$ cat src/rtl/addsub16_nibble_seq.sv
// Sequential 16-bit add/subtract unit. One nibble is processed per clock through a
// single 4-bit carry look-ahead slice. The slice's group P/G forms the carry into the
// next nibble. The unit reports signed overflow, can optionally saturate, and returns
// Z/N flags taken from the final result.

// 4-bit carry look-ahead adder slice with group propagate/generate outputs.
module cla_4bit (
  input  logic [3:0] a_i,
  input  logic [3:0] b_i,
  input  logic       c_i,
  output logic [3:0] s_o,
  output logic       p_o,
  output logic       g_o
);
  logic [3:0] p;
  logic [3:0] g;
  logic [3:0] c;

  // Bit propagate/generate, look-ahead carries, sum and group terms.
  always_comb begin
    p    = a_i ^ b_i;
    g    = a_i & b_i;
    c[0] = c_i;
    c[1] = g[0] | (p[0] & c_i);
    c[2] = g[1] | (p[1] & g[0]) | (p[1] & p[0] & c_i);
    c[3] = g[2] | (p[2] & g[1]) | (p[2] & p[1] & g[0]) | (p[2] & p[1] & p[0] & c_i);
    s_o  = p ^ c;
    p_o  = &p;
    g_o  = g[3] | (p[3] & g[2]) | (p[3] & p[2] & g[1]) | (p[3] & p[2] & p[1] & g[0]);
  end
endmodule

module addsub16_nibble_seq #(
  parameter bit SATURATE = 1'b1
) (
  input  logic        clk,
  input  logic        rst,
  input  logic        start,
  input  logic        sub,
  input  logic [15:0] A,
  input  logic [15:0] B,
  output logic        busy,
  output logic        done,
  output logic [15:0] Sum,
  output logic        Ovfl,
  output logic        Z,
  output logic        N
);

  typedef enum logic [1:0] {StIdle, StBusy, StDone} state_e;

  state_e      state_q, state_d;
  logic [1:0]  idx_q, idx_d;
  logic        carry_q, carry_d;
  logic [15:0] a_q, a_d;
  logic [15:0] b_q, b_d;        // B already inverted for subtract
  logic [15:0] part_q, part_d;
  logic [15:0] sum_q, sum_d;
  logic        ovfl_q, ovfl_d;
  logic        z_q, z_d;
  logic        n_q, n_d;

  logic [3:0]  a_nib;
  logic [3:0]  b_nib;
  logic [3:0]  cla_s;
  logic        cla_p;
  logic        cla_g;
  logic [15:0] res_full;
  logic [15:0] res_final;
  logic        ovf;

  cla_4bit u_cla (
    .a_i (a_nib),
    .b_i (b_nib),
    .c_i (carry_q),
    .s_o (cla_s),
    .p_o (cla_p),
    .g_o (cla_g)
  );

  // Nibble select and final-step result/overflow formation.
  always_comb begin
    a_nib     = a_q[{idx_q, 2'b00} +: 4];
    b_nib     = b_q[{idx_q, 2'b00} +: 4];
    // Only meaningful on the last step, where cla_s is the top nibble.
    res_full  = {cla_s, part_q[11:0]};
    ovf       = (a_q[15] == b_q[15]) && (res_full[15] != a_q[15]);
    res_final = res_full;
    if (ovf && SATURATE) begin
      res_final = a_q[15] ? 16'h8000 : 16'h7FFF;
    end
  end

  // Next-state logic: accept in IDLE/DONE, ripple one nibble per BUSY cycle.
  always_comb begin
    state_d = state_q;
    idx_d   = idx_q;
    carry_d = carry_q;
    a_d     = a_q;
    b_d     = b_q;
    part_d  = part_q;
    sum_d   = sum_q;
    ovfl_d  = ovfl_q;
    z_d     = z_q;
    n_d     = n_q;
    unique case (state_q)
      StIdle, StDone: begin
        if (start) begin
          a_d     = A;
          b_d     = sub ? ~B : B;
          carry_d = sub;
          idx_d   = 2'd0;
          state_d = StBusy;
        end else begin
          state_d = StIdle;
        end
      end
      StBusy: begin
        part_d[{idx_q, 2'b00} +: 4] = cla_s;
        carry_d = cla_g | (cla_p & carry_q);
        idx_d   = idx_q + 2'd1;
        if (idx_q == 2'd3) begin
          // Final carry-out is dropped; there is no unsigned carry flag.
          sum_d   = res_final;
          ovfl_d  = ovf;
          z_d     = (res_final == 16'h0000);
          n_d     = res_final[15];
          state_d = StDone;
        end
      end
      default: state_d = StIdle;
    endcase
  end

  // State register with synchronous active-high reset.
  always_ff @(posedge clk) begin
    if (rst) begin
      state_q <= StIdle;
      idx_q   <= 2'd0;
      carry_q <= 1'b0;
      a_q     <= 16'h0000;
      b_q     <= 16'h0000;
      part_q  <= 16'h0000;
      sum_q   <= 16'h0000;
      ovfl_q  <= 1'b0;
      z_q     <= 1'b0;
      n_q     <= 1'b0;
    end else begin
      state_q <= state_d;
      idx_q   <= idx_d;
      carry_q <= carry_d;
      a_q     <= a_d;
      b_q     <= b_d;
      part_q  <= part_d;
      sum_q   <= sum_d;
      ovfl_q  <= ovfl_d;
      z_q     <= z_d;
      n_q     <= n_d;
    end
  end

  // Status and result outputs.
  always_comb begin
    busy = (state_q == StBusy);
    done = (state_q == StDone);
    Sum  = sum_q;
    Ovfl = ovfl_q;
    Z    = z_q;
    N    = n_q;
  end

endmodule

$ cat config.mk
export PLATFORM = sky130hd
export DESIGN_NAME = addsub16_nibble_seq
export DESIGN_NICKNAME = d
export VERILOG_FILES = /design/src/rtl/addsub16_nibble_seq.sv
export SDC_FILE = /design/constraint.sdc
export NUM_CORES = 1
export LEC_CHECK = 0
export CAP_MARGIN = 0
export CORE_ASPECT_RATIO = 0.5
export CORE_UTILIZATION = 45
export CTS_BUF_LIST = sky130_fd_sc_hd__clkbuf_16
export CTS_CLUSTER_DIAMETER = 40
export DETAILED_ROUTE_END_ITERATION = 7
export GPL_TIMING_DRIVEN = 0
export PLACE_DENSITY = 0.78
export SYNTH_ARGS = -nofsm -noshare
export SYNTH_HDL_FRONTEND = slang
export SYNTH_SLANG_ARGS = --single-unit
$ cat constraint.sdc
create_clock -name clk -period 4.7 [get_ports clk]
set_input_delay 0.47 -clock clk [delete_from_list [all_inputs] [get_ports clk]]
set_output_delay 0.47 -clock clk [all_outputs]
set_load 0.005 [all_outputs]
# Word-level counts from Yosys, hierarchy flattened
# Index checks and enable logic that the tools add are counted.
dict set report totals {
  ff_bits 72
  inputBits 36
  out_inout_bits 21
  word_cells 72
}
dict set report classes {
  addsub 2
  n_eq_ne 7
  shift 4
  muxes 11
  bitwise 29
  reduce_logical 9
}
# op count
set op_table {}
lappend op_table {{2-to-1 mux 16 bit} 3}
lappend op_table {{indexed part select 16 x 5 -> 4 bit} 2}
lappend op_table {{bitwise mux 16 bit} 1}
lappend op_table {{zero test 16 bit} 1}
lappend op_table {{inverter 16 bit} 1}
lappend op_table {{variable shift 4 x 6 -> 16 bit (first input constant)} 1}
lappend op_table {{indexed part select 4 x 6 -> 16 bit} 1}
lappend op_table {{bitwise AND 1 bit} 15}
lappend op_table {{bitwise OR 1 bit} 10}
lappend op_table {{one-hot mux 2 bit (2 select lines)} 2}
lappend op_table {{bitwise XOR 4 bit} 2}
lappend op_table {{negation 4 -> 6 bit} 1}
lappend op_table {{AND reduction 2 bit} 3}
lappend op_table {{bitwise AND 4 bit} 1}
lappend op_table {{== test 2 bit (second input constant)} 2}
lappend op_table {{2-to-1 mux 2 bit} 2}
lappend op_table {{AND reduction 4 bit} 1}
lappend op_table {{adder 2 x 1 -> 2 bit (second input constant)} 1}
lappend op_table {{== test 2 x 1 -> 1 bit (second input constant)} 1}
lappend op_table {{zero test 2 bit} 1}
lappend op_table {{2-to-1 mux 1 bit} 2}
lappend op_table {{!= test 2 x 1 -> 1 bit (second input constant)} 1}
lappend op_table {{!= test 2 bit (second input constant)} 1}
lappend op_table {{one-hot mux 1 bit (2 select lines)} 1}
lappend op_table {{5 further kinds} 5}

# Logic depth before layout (Yosys ltp)
dict set report depth {
  word_depth 11
  mapped_depth 10
  mapped_depth_nobuf 7
}

# By module
# From an unflattened synthesis, not the netlist that was laid out.
dict set report unflattened {
  cells_unflattened 336
  area_unflattened_um2 3254.4
}
# module n_inst cells_each area_each_um2 seq_area_each_um2
set by_module_without_submodules {}
lappend by_module_without_submodules {addsub16_nibble_seq 1 314 3071.7 1341.3}
lappend by_module_without_submodules {cla_4bit 1 22 182.7 0.0}

# Worst setup path after synthesis
# No wires, ideal clock.
dict set report synth_timing {
  kind {register to register}
  startpoint {reg idx_q[0]}
  endpoint {reg sum_q[12] (netlist: Sum[12])}
  setup_time_ns 0.116
  arrival_ns 2.776
  t_required_ns 4.584
  slack_ns 1.807
  path_stages_with_launch 11
  n_path_buf 3
  period_less_slack_ns 2.893
  path_cell_list {dfxtp_1 buf_2 mux4_2 ha_1 or3_1 o21ai_2 a211oi_4 or3_1 buf_6 buf_8 o211a_1}
}
dict set report synth_via {
  elab_chain_cells 10
  word_cells_on_any_way 18
  cone_classes {2 x eq/ne; 2 x shift; 1 x mux; 11 x bitwise; 2 x reduce/logical}
}
# item line_no
set synth_lines {}
lappend synth_lines {{start, declared} 53} ;# logic [1:0] idx_q, idx_d;
lappend synth_lines {{start signal, assigned} 150} ;# idx_q <= idx_d;
lappend synth_lines {{indexed part select 16 x 5 -> 4 bit, on equally long branches} {83, 84}}
lappend synth_lines {{bitwise XOR 4 bit / bitwise AND 4 bit (equally long branches)} {21, 22}}
lappend synth_lines {{bitwise AND 1 bit} 26} ;# c[3] = g[2] | (p[2] & g[1]) | (p[2] & p[1] & g[0]) | (p[2] & p[1] & p[0] & c_i);
lappend synth_lines {{bitwise OR 1 bit / bitwise AND 1 bit (equally long branches) (2 in a row)} 26}
lappend synth_lines {{bitwise OR 1 bit} 26}
lappend synth_lines {{bitwise XOR 4 bit} 27} ;# s_o = p ^ c;
lappend synth_lines {{!= test 1 bit} 87} ;# ovf = (a_q[15] == b_q[15]) && (res_full[15] != a_q[15]);
lappend synth_lines {{logical AND 1 bit} 87}
lappend synth_lines {{2-to-1 mux 16 bit} 89} ;# if (ovf && SATURATE) begin
lappend synth_lines {{end signal, assigned} 155} ;# sum_q <= sum_d;
lappend synth_lines {{end, declared} 58} ;# logic [15:0] sum_q, sum_d;
# Several ways; a longest one is shown, not always the timed one.
# A chain may end at the register's enable or synchronous reset.

# Worst setup path in the final report
dict set report layout_timing {
  startpoint {reg idx_q[1]}
  endpoint {reg sum_q[8] (netlist: Sum[8])}
}
# Same word-level chain as after synthesis.

==> metrics.md <==
| Metric | Value |
|---|---|
| DR vias | `2633` |
| Arrival time worst endpoint | `3.74 ns` |
| Final Hold Viols | `0` |
| Final Worst Setup Slack | `1.23 ns` |
| Worst-path clk slew | `0.06 ns` |
| GRT Total Usage | `0.212` |
| Width of the die | `119 µm` |
| Fmax | `288 MHz` |
| Area Overhead vs Synth | `31.5%` |
| Post-Syn Nets | `381` |
| Final Cell Area | `4050 µm²` |
| Crit path capture type | `flop` |
| Met1 Track Usage GR | `0.254` |
| Largest net degree at the start of global routing | `12` |
| # fillers | `500` |
| Dominant cell type by area after synthesis | `dfxtp_1` |
| First-pass detailed-route iteration total | `4` |
| CTS resizes | `0` |
| Final core utilization | `0.640` |
| Maximum level of the CTS H-tree | `3` |
| DPL Wire Length | `5.26 mm` |
| Die Y | `60.5 µm` |
| Syn Area/Cell | `9.20 µm²` |
| Cell count after synthesis | `335` |
| # rows | `20` |
| Diode count | `0` |
| Worst r2r path cells | `9` |
| Cell variety after synth | `40` |
| Final Setup Violations | `0` |
| Area of placed instances | `3740 µm²` |
| Place WS | `1.26 ns` |
| Ports | `57` |
| Setup slack, reg-to-reg | `1.23 ns` |
| Post-Syn Area | `3080 µm²` |
| Layout cell share with drive strength beyond 1 | `0.0837` |
| Relative slew slack | `0.542` |
| Initial Util | `0.487` |
| Setup_tns | `0 ns` |
| First-pass GRT wire length | `11.6 mm` |
| M2 GR Usage | `0.375` |
| WHS Path Cells | `2` |
| Most frequent cells after synthesis | `dfxtp_1, nor2_1, nand2_1` |
| Outcome | `finished clean` |
| Vias in the first global route | `2461` |
| WL/cell | `14.7 µm` |
| Worst hold path class | `flop to flop` |
| Hold-fix buffers, CTS | `0` |
| Synth area leaders | `dfxtp_1, nor2_1, mux4_2, o211a_1, xnor2_1` |
| WL final | `7.28 mm` |
| DRC Markers | `0` |
| Crit path kind | `flop to flop` |
| Crit path launch type | `flop` |
| CP required | `4.98 ns` |
| # Post-CTS Setup Buffers | `0` |
| Vias per inst | `5.33` |
| Setup repair after global routing missed its margin | `no` |
| Power per cell area | `377 nW/µm²` |
| Initial antenna violation count | `0` |
| Register area share after synthesis | `0.435` |
| CTS tree | `yes` |
| Full die area | `7210 µm²` |
| Slew Viols, Final | `0` |
| Final Power | `1.53 mW` |
| Root Driver | `clkbuf_16` |
| GRT met3 Usage | `0.0536` |
| Syn. warnings | `0` |
| Iter 0 DRT Violations | `116` |
| CP max FO | `10` |
| Peak supply drop | `0.149 mV` |
| Routability cong. | `0.844` |
| Post-DRT Antenna Nets | `0` |
| Post-synth top flop | `dfxtp_1` |
| Clock skew | `0.00655 ns` |
| Share of the synthesized area in the top cell type | `0.435` |
| Clock sinks | `67` |
| Synthesized flop and latch total | `67` |
| Clock Latency Late Sink | `0.33 ns` |
| Clock Tree Buf Depth | `2` |
| Max_cap viols | `0` |
| Cts bufs inserted | `9` |
| Min Tclk post-route | `3.47 ns` |
| Port-buffer cells | `55` |
| Worst Tran Pin Value | `0.677 ns` |
| Global route hottest layer | `met2` |
| Layout Nets | `447` |
| EDFF count, synth | `0` |
| Period utilisation layout | `0.738` |
| Core footprint | `6330 µm²` |
| Leakage | `1.59 nW` |
| Global route total overflow | `0` |
| Asr flop ratio synth | `0` |
## power breakdown
group          switching [mW]  internal, mW  total (mW)
Clock                   0.245         0.457       0.702
Combinational           0.116        0.0958       0.212
Sequential             0.0170         0.595       0.612
## metrics by stage
step / hold WS (ns) / std cells
floorplan: 0.433 / 335
global placement: 0.440 / 478
detailed placement: 0.447 / 478
CTS: 0.456 / 494
global route: 0.464 / 494
finish: 0.456 / 494
## registers in the layout, summed over array words and instances, names as in the netlist
| name | count |
|---|---|
| Sum | 16 |
| Ovfl | 1 |
| a_q | 16 |
| b_q | 16 |
| idx_q | 2 |
| Z | 1 |
| carry_q | 1 |
| state_q | 2 |
| part_q | 12 |
## worst max-delay path, cell delays in order, from the launching register on
cell and delay, ns:
dfxtp_1 0.37, clkbuf_1 0.48, mux4_2 0.63, ha_1 0.31
a21o_1 0.22, and4_1 0.24, a211oi_4 0.41, a21o_1 0.33
buf_2 0.26, o211a_1 0.17
## cells in the final DEF (no fill, tap or decap), types with 2 or more instances in the layout
cell             netlist  routed
nor2_1                67      67
mux2i_1                2       2
and2_1                 2       2
clkinv_1               1       3
nand2b_1               2       2
dfxtp_1               67      67
bufinv_16              0       2
clkbuf_1              15      15
o211a_1               15      15
clkbuf_16              0       9
nor3_1                 4       4
buf_1                  2       2
or3_1                  2       2
mux4_2                 8       8
a21o_1                 2       2
clkdlybuf4s50_1        0      55
buf_2                  5       5
inv_1                  3       4
ha_1                   9       9
a21oi_1               19      19
nand2_1               38      38
xnor2_1               17      17
nor4_1                 2       2
a22oi_1               12      12
o21ai_0                3       3
nor4b_2                2       2
a211oi_1              17      17
nor2b_1                4       4
## per-layer routing
layer  wire length (µm)  vias to the layer above
met5                  0                        -
met4                118                        0
met3                378                       12
met2               3410                       69
met1               3380                     1250
li1                   -                     1302
## path summary, 6_finish.rpt
path / start / end
worst min register to register: a_q[9] / a_q[9]
worst max-delay path: idx_q[1] / Sum[8]
worst min-delay path: a_q[9] / a_q[9]
worst max register to register: idx_q[1] / Sum[8]
## kinds of logic after synthesis
group | Yosys count | synth area share
compound gates | 74 | 0.183
xor+xnor | 18 | 0.0511
fa+ha+maj | 10 | 0.0430
buf+inv | 29 | 0.0446
flops | 67 | 0.435
mux | 10 | 0.0649
simple gates | 127 | 0.179
## area by class of cell
type                       instances  area [µm²]  area share
sequential                        67        1340       0.331
clock inverter                     7        83.8      0.0207
clock buffer                       9         225      0.0556
inverter                           4        15.0     0.00370
buffer                            25         123      0.0303
multi-input combinational        239        1600       0.396
tap                               88         110      0.0272
timing repair buffer              55         551       0.136
Note: power is estimated with default switching activity, not from simulation.
